### src/rtl/ps2_keyboard_rx_if.sv
// rtl/ps2_keyboard_rx_if.sv - keyboard code delivery bus from the PS/2 receiver
interface ps2_keyboard_rx_if;
    logic [7:0] kb_data;
    logic       kb_data_avail;
    logic       kb_extended;
    logic       kb_error;

    modport master (
        output kb_data,
        output kb_data_avail,
        output kb_extended,
        output kb_error
    );

    modport slave (
        input kb_data,
        input kb_data_avail,
        input kb_extended,
        input kb_error
    );
endinterface

### src/rtl/ps2_keyboard_rx.sv
// rtl/ps2_keyboard_rx.sv - PS/2 keyboard receiver delivering make codes (E0 stripped, F0 releases dropped)
module ps2_keyboard_rx #(
    parameter int FILTER_LEN     = 8,
    parameter int TIMEOUT_CYCLES = 50000
) (
    input  logic clock,
    input  logic reset,
    input  logic ps2_clk,
    input  logic ps2_data,
    ps2_keyboard_rx_if.master kb
);
    localparam int FW = $clog2(FILTER_LEN + 1);
    localparam int TW = $clog2(TIMEOUT_CYCLES + 1);

    typedef enum logic {IDLE, RECV} state_t;

    logic          clk_s1, clk_s2, dat_s1, dat_s2;
    logic          filt_clk;
    logic [FW-1:0] filt_cnt;
    logic          filt_fall;

    state_t        state, state_next;
    logic [3:0]    bit_cnt;
    logic [8:0]    shift;
    logic [TW-1:0] idle_cnt;
    logic          ext_pend, brk_pend;
    logic          frame_done, frame_ok, timeout;

    always_ff @(posedge clock) begin
        if (reset) begin
            clk_s1 <= 1'b1;
            clk_s2 <= 1'b1;
            dat_s1 <= 1'b1;
            dat_s2 <= 1'b1;
        end else begin
            clk_s1 <= ps2_clk;
            clk_s2 <= clk_s1;
            dat_s1 <= ps2_data;
            dat_s2 <= dat_s1;
        end
    end

    // Filtered clock flips only after FILTER_LEN consecutive samples disagree with it.
    always_ff @(posedge clock) begin
        if (reset) begin
            filt_clk <= 1'b1;
            filt_cnt <= '0;
        end else if (clk_s2 == filt_clk) begin
            filt_cnt <= '0;
        end else if (filt_cnt == FW'(FILTER_LEN - 1)) begin
            filt_clk <= clk_s2;
            filt_cnt <= '0;
        end else begin
            filt_cnt <= filt_cnt + FW'(1);
        end
    end

    assign filt_fall = filt_clk & ~clk_s2 & (filt_cnt == FW'(FILTER_LEN - 1));

    always_ff @(posedge clock) begin
        if (reset) state <= IDLE;
        else       state <= state_next;
    end

    always_comb begin
        state_next = state;
        frame_done = 1'b0;
        timeout    = 1'b0;
        case (state)
            IDLE: begin
                if (filt_fall && !dat_s2) state_next = RECV;
            end
            RECV: begin
                if (filt_fall) begin
                    if (bit_cnt == 4'd9) begin
                        frame_done = 1'b1;
                        state_next = IDLE;
                    end
                end else if (idle_cnt == TW'(TIMEOUT_CYCLES - 1)) begin
                    timeout    = 1'b1;
                    state_next = IDLE;
                end
            end
            default: state_next = IDLE;
        endcase
    end

    // shift[7:0] is the data byte and shift[8] the parity bit once nine bits are in.
    assign frame_ok = frame_done & dat_s2 & (^shift);

    always_ff @(posedge clock) begin
        if (reset) begin
            bit_cnt  <= '0;
            shift    <= '0;
            idle_cnt <= '0;
        end else if (state == IDLE) begin
            bit_cnt  <= '0;
            idle_cnt <= '0;
        end else if (filt_fall) begin
            idle_cnt <= '0;
            if (bit_cnt != 4'd9) begin
                shift   <= {dat_s2, shift[8:1]};
                bit_cnt <= bit_cnt + 4'd1;
            end
        end else begin
            idle_cnt <= idle_cnt + TW'(1);
        end
    end

    always_ff @(posedge clock) begin
        if (reset) begin
            kb.kb_data       <= '0;
            kb.kb_extended   <= 1'b0;
            kb.kb_data_avail <= 1'b0;
            kb.kb_error      <= 1'b0;
            ext_pend         <= 1'b0;
            brk_pend         <= 1'b0;
        end else begin
            kb.kb_data_avail <= 1'b0;
            kb.kb_error      <= 1'b0;
            if (timeout) begin
                ext_pend <= 1'b0;
                brk_pend <= 1'b0;
            end else if (frame_done && !frame_ok) begin
                kb.kb_error <= 1'b1;
                ext_pend    <= 1'b0;
                brk_pend    <= 1'b0;
            end else if (frame_ok) begin
                if (shift[7:0] == 8'hE0) begin
                    ext_pend <= 1'b1;
                end else if (shift[7:0] == 8'hF0) begin
                    brk_pend <= 1'b1;
                end else begin
                    if (!brk_pend) begin
                        kb.kb_data       <= shift[7:0];
                        kb.kb_extended   <= ext_pend;
                        kb.kb_data_avail <= 1'b1;
                    end
                    ext_pend <= 1'b0;
                    brk_pend <= 1'b0;
                end
            end
        end
    end
endmodule
### src/flat_wrapper.sv
// flat-port wrapper written by rule: the top's interface ports become plain ports
module ps2_keyboard_rx_flat 
#(
    parameter int FILTER_LEN     = 8,
    parameter int TIMEOUT_CYCLES = 50000
)
  (clock, reset, ps2_clk, ps2_data, kb_kb_data, kb_kb_data_avail, kb_kb_extended, kb_kb_error);
  ps2_keyboard_rx_if kb_i ();
  input  logic clock;
  input  logic reset;
  input  logic ps2_clk;
  input  logic ps2_data;
  output wire logic [$bits(kb_i.kb_data)-1:0] kb_kb_data;
  output wire logic [$bits(kb_i.kb_data_avail)-1:0] kb_kb_data_avail;
  output wire logic [$bits(kb_i.kb_extended)-1:0] kb_kb_extended;
  output wire logic [$bits(kb_i.kb_error)-1:0] kb_kb_error;
  assign kb_kb_data = kb_i.kb_data;
  assign kb_kb_data_avail = kb_i.kb_data_avail;
  assign kb_kb_extended = kb_i.kb_extended;
  assign kb_kb_error = kb_i.kb_error;
  ps2_keyboard_rx #(.FILTER_LEN(FILTER_LEN), .TIMEOUT_CYCLES(TIMEOUT_CYCLES)) u_core (.clock(clock), .reset(reset), .ps2_clk(ps2_clk), .ps2_data(ps2_data), .kb(kb_i));
endmodule
### config.mk
export PLATFORM = sky130hd
export DESIGN_NAME = ps2_keyboard_rx_flat
export DESIGN_NICKNAME = d
export VERILOG_FILES = /design/src/rtl/ps2_keyboard_rx_if.sv /design/src/rtl/ps2_keyboard_rx.sv /design/src/flat_wrapper.sv
export SDC_FILE = /design/constraint.sdc
export NUM_CORES = 1
export LEC_CHECK = 0
export BUFFER_PORTS_ARGS = -buffer_cell sky130_fd_sc_hd__buf_4
export CORE_MARGIN = 1.5
export CORE_UTILIZATION = 55
export DETAILED_ROUTE_END_ITERATION = 7
export PLACE_DENSITY = 0.71
export SLEW_MARGIN = 15
export SYNTH_ARGS = -nofsm -noshare
export SYNTH_HDL_FRONTEND = slang
export SYNTH_SLANG_ARGS = --single-unit
### constraint.sdc
create_clock -name clock -period 2.3 [get_ports clock]
set_input_delay 0.46 -clock clock [delete_from_list [all_inputs] [get_ports clock]]
set_output_delay 0.46 -clock clock [all_outputs]
set_load 0.02 [all_outputs]
== After elaboration in Yosys (flattened, before gate mapping) ==
Cells that the tools add are included.
Word-level totals
  register bits: 52
  logic and storage cells: 73
  output and inout bits: 11
  bits of input ports: 4
Cells by class
  reduce and logical (&&, ||, !) cells: 17
  muxes and demuxes: 16
  equality and inequality tests: 8
  bitwise gates (word level): 13
  add/subtract/negate cells: 3
Operator list (count)
  $add 16x1->16 const B: 1
  $eq 16x16->1 const B: 1
  $eq 8x8->1 const B: 2
  $mux 1: 15
  $not 1->1: 9
  $reduce_or 3->1: 3
  $reduce_xor 9->1: 1
  $add 4x1->4 const B: 2
  $reduce_and 2->1: 4
  $reduce_and 6->1: 1
  $reduce_or 6->1: 1
  $and 1x1->1: 4
  $eq 4x3->1 const B: 1
  $eq 4x4->1 const B: 1
  $ne 4x4->1 const B: 1
  $reduce_or 2->1: 2
  $reduce_and 3->1: 1
  $logic_and 1x1->1: 2
  $logic_not 1->1: 2
  $ne 2x1->1 const B: 1
  $pmux 1 s2: 1
  $eq 1x1->1: 1

== Depth between registers and ports, before layout ==
  depth in word-level cells: 11
  gate-level depth with buffers: 8
  gate-level depth less buffers: 6

== Least setup slack after synthesis ==
Ideal clock, no wire load.
  kind: flip-flop to flip-flop
  start point: reg u_core.shift[1]
  end point: reg u_core.ext_pend
  period minus slack after synthesis: 1803 ps
  required time: 2214 ps
  path slack: 497 ps
  path buffers: 1
  arrival: 1718 ps
  stages on the path, launching flop included: 8
  setup time: 86 ps
  path through: dfxtp_1 inv_1 ha_1 xnor3_1 xor2_1 buf_2 nand3_1 a211oi_1
Between the ends
  word-level cells in the longest chain between the ends: 5
  elaborated cells on any way between the ends: 10
  those cells by class: eq/ne: 3; mux: 1; bitwise: 1; reduce/logical: 5
RTL lines
  start: declaration: RTL line ps2_keyboard_rx.sv:24  | logic [8:0] shift;
  start signal: assignment: RTL line ps2_keyboard_rx.sv:102  | shift <= {dat_s2, shift[8:1]};
  $reduce_xor 9->1: RTL line ps2_keyboard_rx.sv:89  | assign frame_ok = frame_done & dat_s2 & (^shift);
  $and 1x1->1: RTL line ps2_keyboard_rx.sv:89
  $logic_not 1->1: RTL line ps2_keyboard_rx.sv:124  | end else if (frame_done && !frame_ok) begin
  $logic_and 1x1->1: RTL line ps2_keyboard_rx.sv:124
  $reduce_or 3->1 (no line)
  end signal: assignment: RTL line ps2_keyboard_rx.sv:122  | ext_pend <= 1'b0;
  end signal: assignment: RTL line ps2_keyboard_rx.sv:126  | ext_pend <= 1'b0;
  end signal: assignment: RTL line ps2_keyboard_rx.sv:130  | ext_pend <= 1'b1;
  end: declaration: RTL line ps2_keyboard_rx.sv:26  | logic ext_pend, brk_pend;
Several ways; a longest one is shown, not always the timed one.
A chain may end at the register's enable or synchronous reset.

== Worst setup path after layout ==
  start point: reg u_core.shift[0]
  end point: reg u_core.brk_pend
Between the ends
  word-level cells in the longest chain between the ends: 5
  elaborated cells on any way between the ends: 10
  those cells by class: eq/ne: 2; mux: 1; bitwise: 2; reduce/logical: 5
RTL lines
  $reduce_xor 9->1: RTL line ps2_keyboard_rx.sv:89
  $and 1x1->1: RTL line ps2_keyboard_rx.sv:89
  $logic_not 1->1: RTL line ps2_keyboard_rx.sv:124
  $logic_and 1x1->1: RTL line ps2_keyboard_rx.sv:124
  $reduce_or 3->1 (no line)
  end signal: assignment: RTL line ps2_keyboard_rx.sv:123  | brk_pend <= 1'b0;
  end signal: assignment: RTL line ps2_keyboard_rx.sv:127  | brk_pend <= 1'b0;
  end signal: assignment: RTL line ps2_keyboard_rx.sv:132  | brk_pend <= 1'b1;
  end: declaration: RTL line ps2_keyboard_rx.sv:26
Several ways; a longest one is shown, not always the timed one.

==> flow_metrics.env <==
export IMPL_path_cells="inv_1, ha_1, xnor3_1, xnor2_2, o41ai_1, a211oi_1"
export IMPL_clk_latency_ns=0.30
export IMPL_synth_edf_count=0
export IMPL_setup_viol=0
export IMPL_fin_skew_ns=0.00509
export IMPL_worst_pin_slew_ns=0.625
export IMPL_syn_area_mm2=0.00230
export IMPL_die_x_um=67.7
export IMPL_via_count=1818
export IMPL_drive_above_1_share_pct=12.2
export IMPL_p_per_area_mw_per_mm2=575
export IMPL_grt_setup_unrepaired="false"
export IMPL_grt_total_usage_pct=21.4
export IMPL_drv_cap=0
export IMPL_status="complete, no violations"
export IMPL_start_util_pct=57.5
export IMPL_synthFlopType="dfxtp_1"
export IMPL_place_ws_ns=-0.0930
export IMPL_cpMaxStageDelayCell="xnor2_2"
export IMPL_cts_setup_buffers=0
export IMPL_clkSinkCount=52
export IMPL_fillerInstances=376
export IMPL_cp_end_kind="register"
export IMPL_tns_ns=0
export IMPL_synthDistinctLibCells=39
export IMPL_ys_warn_count=0
export IMPL_ant_nets=0
export IMPL_critPathKind="reg2reg"
export IMPL_diodes=0
export IMPL_ys_ff_latch=52
export IMPL_finalCritPeriodShare_pct=93.6
export IMPL_crit_family="XOR/XNOR gates"
export IMPL_antenna_found_initial=0
export IMPL_seq_area_frac_synth_pct=45.2
export IMPL_grt_max_degree=27
export IMPL_crit_buf_inv=1
export IMPL_routedWlPerCell_um=13.6
export IMPL_grt_remaining_overflow=0
export IMPL_synthArstFlopShare_pct=0
export IMPL_first_pass_iters=5
export IMPL_dp_cells=312
export IMPL_cts_tree="yes"
export IMPL_synthCells=256
export IMPL_htree_levels=2
export IMPL_fmax_mhz=465
export IMPL_placed_area_mm2=0.00245
export IMPL_slowest_delay_ns=0.50
export IMPL_power_leakage_nw=0.875
export IMPL_die_area_mm2=0.00458
export IMPL_first_iter_violations=87
export IMPL_avgSynthCellArea_um2=8.99
export IMPL_clkTransAtPathRegs_ns=0.09
export IMPL_place_port_buffers=14
export IMPL_nNetsFinal=283
export IMPL_slew_headroom_pct=58.2
export IMPL_ir_worst_vdd_v=0.000434
export IMPL_fp_row_count=23
export IMPL_final_area_mm2=0.00255
export IMPL_crit_path_start_kind="register"
export IMPL_wl_um=4350
export IMPL_route_detailed_drc=0
export IMPL_routed_via_density=5.68
export IMPL_crit_required_ns=2.51
export IMPL_io_pins=15
export IMPL_fin_cells=320
export IMPL_maxSlewViolCount=0
export IMPL_hold_path_class="in2reg"
export IMPL_crit_arrival_ns=2.36
export IMPL_grt_pass1_wl_um=7380
export IMPL_worst_slack_ns=0.148
export IMPL_min_period_ns=2.15
export IMPL_cp_max_fo=12
export IMPL_place_detailed_hpwl_um=3010
export IMPL_first_global_vias=1639
export IMPL_coreArea_mm2=0.00400
export IMPL_die_height_um=67.7
export IMPL_syn_num_nets=270
export IMPL_clockBufferDepth=2
export IMPL_cts_root_buf="clkbuf_8"
export IMPL_hold_violations=0
export IMPL_routabilityCongestion=0.813
export IMPL_syn2layout_area_growth_pct=10.7
export IMPL_numCtsBuffers=5
## where the power goes
group | internal, mW | switching (mW)
combinational | 0.00773 | 0.0138
sequential | 0.903 | 0.00238
clock | 0.241 | 0.296
## cell usage after synthesis, types with 2 or more instances
| cell type | instances | area share [%] |
|---|---|---|
| nor3_1 | 4 | 0.87 |
| nand3b_1 | 3 | 0.98 |
| o41ai_1 | 2 | 0.76 |
| mux2i_1 | 2 | 0.87 |
| buf_2 | 3 | 0.65 |
| o31ai_1 | 9 | 2.9 |
| o21ai_0 | 7 | 1.5 |
| nor2_1 | 20 | 3.3 |
| xor2_1 | 8 | 3.0 |
| nand2_1 | 15 | 2.4 |
| and3_1 | 2 | 0.54 |
| xnor2_1 | 8 | 3.0 |
| dfxtp_1 | 52 | 45 |
| and4_1 | 3 | 1.1 |
| or3_1 | 8 | 2.2 |
| ha_1 | 10 | 5.4 |
| nor2b_1 | 2 | 0.54 |
| nand4_1 | 11 | 3.0 |
| inv_1 | 12 | 2.0 |
| nor4_1 | 3 | 0.82 |
| nand3_1 | 19 | 4.1 |
| or2_2 | 4 | 1.1 |
| a21oi_1 | 24 | 5.2 |
| clkbuf_1 | 7 | 1.1 |
| a211oi_1 | 3 | 0.98 |
| nand4b_1 | 2 | 0.76 |
## cells by family (layout without fill, tap and decap cells)
group,count (synthesis),after routing,synth area share [%]
xor+xnor,17,17,7.07
compound gates,48,48,12.6
simple gates,104,104,24.9
fa+ha+maj,10,10,5.44
buf+inv,23,37,3.91
flops,52,52,45.2
mux,2,2,0.870
## worst paths after layout
path	start	end	slack (ns)	depth (start not counted)
setup / recovery	u_core.shift[0]$_SDFFE_PP0P_	u_core.brk_pend$_SDFFE_PP0P_	0.15	6
hold / removal	ps2_data	u_core.dat_s1$_SDFF_PP1_	0.33	2
setup reg to reg	u_core.shift[0]$_SDFFE_PP0P_	u_core.brk_pend$_SDFFE_PP0P_	0.15	6
hold reg to reg	u_core.dat_s1$_SDFF_PP1_	u_core.dat_s2$_SDFF_PP1_	0.42	1
## registers in the layout (all words and copies together), names as in the netlist, 4 cells and up
name and flops:
u_core.kb.kb_data 8, u_core.shift 9, u_core.bit_cnt 4, u_core.idle_cnt 16, u_core.filt_cnt 4
## placed cells by master, fill, tap and decap left out, types with 2 or more instances in the layout
master / synthesis / final
buf_4: 0 / 17
nand3_1: 19 / 19
nand3b_1: 3 / 3
dfxtp_1: 52 / 52
clkbuf_8: 0 / 6
nand4_1: 11 / 11
or2_2: 4 / 4
a211oi_1: 3 / 3
and4_1: 3 / 3
nand4b_1: 2 / 2
nor2_1: 20 / 20
o21ai_0: 7 / 7
a21oi_1: 24 / 24
o31ai_1: 9 / 9
o41ai_1: 2 / 2
xnor2_1: 8 / 7
and3_1: 2 / 2
clkinv_2: 0 / 2
inv_1: 12 / 12
or3_1: 8 / 8
nand2_1: 15 / 15
mux2i_1: 2 / 2
nor2b_1: 2 / 2
nor4_1: 3 / 3
xor2_1: 8 / 8
nor3_1: 4 / 4
ha_1: 10 / 10
## routing by layer
layer  wire length (um)  GRT usage, %
met1               2220          29.3
met2               1880          33.1
met3                191          4.00
met4                 63          8.42
met5                  0             0
## final cells by class
type / instances / area, um^2 / area share [%]
multi-input combinational: 181 / 1180 / 46.2
timing repair buffer: 17 / 128 / 5.01
inverter: 12 / 45.0 / 1.77
clock buffer: 6 / 82.6 / 3.24
sequential: 52 / 1040 / 40.9
clock inverter: 2 / 10.0 / 0.393
tap: 50 / 62.6 / 2.46
## metrics by stage
stage | hold slack, ns | total power [mW] | util [%]
global placement | 0.392 | 0.948 | 61.2
detailed placement | 0.397 | 0.948 | 61.2
global route | 0.326 | 1.51 | 63.7
floorplan | 0.389 | 0.941 | -
CTS | 0.330 | 1.47 | 63.7
finish | 0.333 | 1.46 | 63.7
## timing repair
| action | in CTS | in global routing |
|---|---|---|
| hold buffers | 0 | 0 |
| endpoints found under the setup margin | 2 | 0 |
| resized for setup | 1 | 0 |
Power figures use the tool's default switching activity.
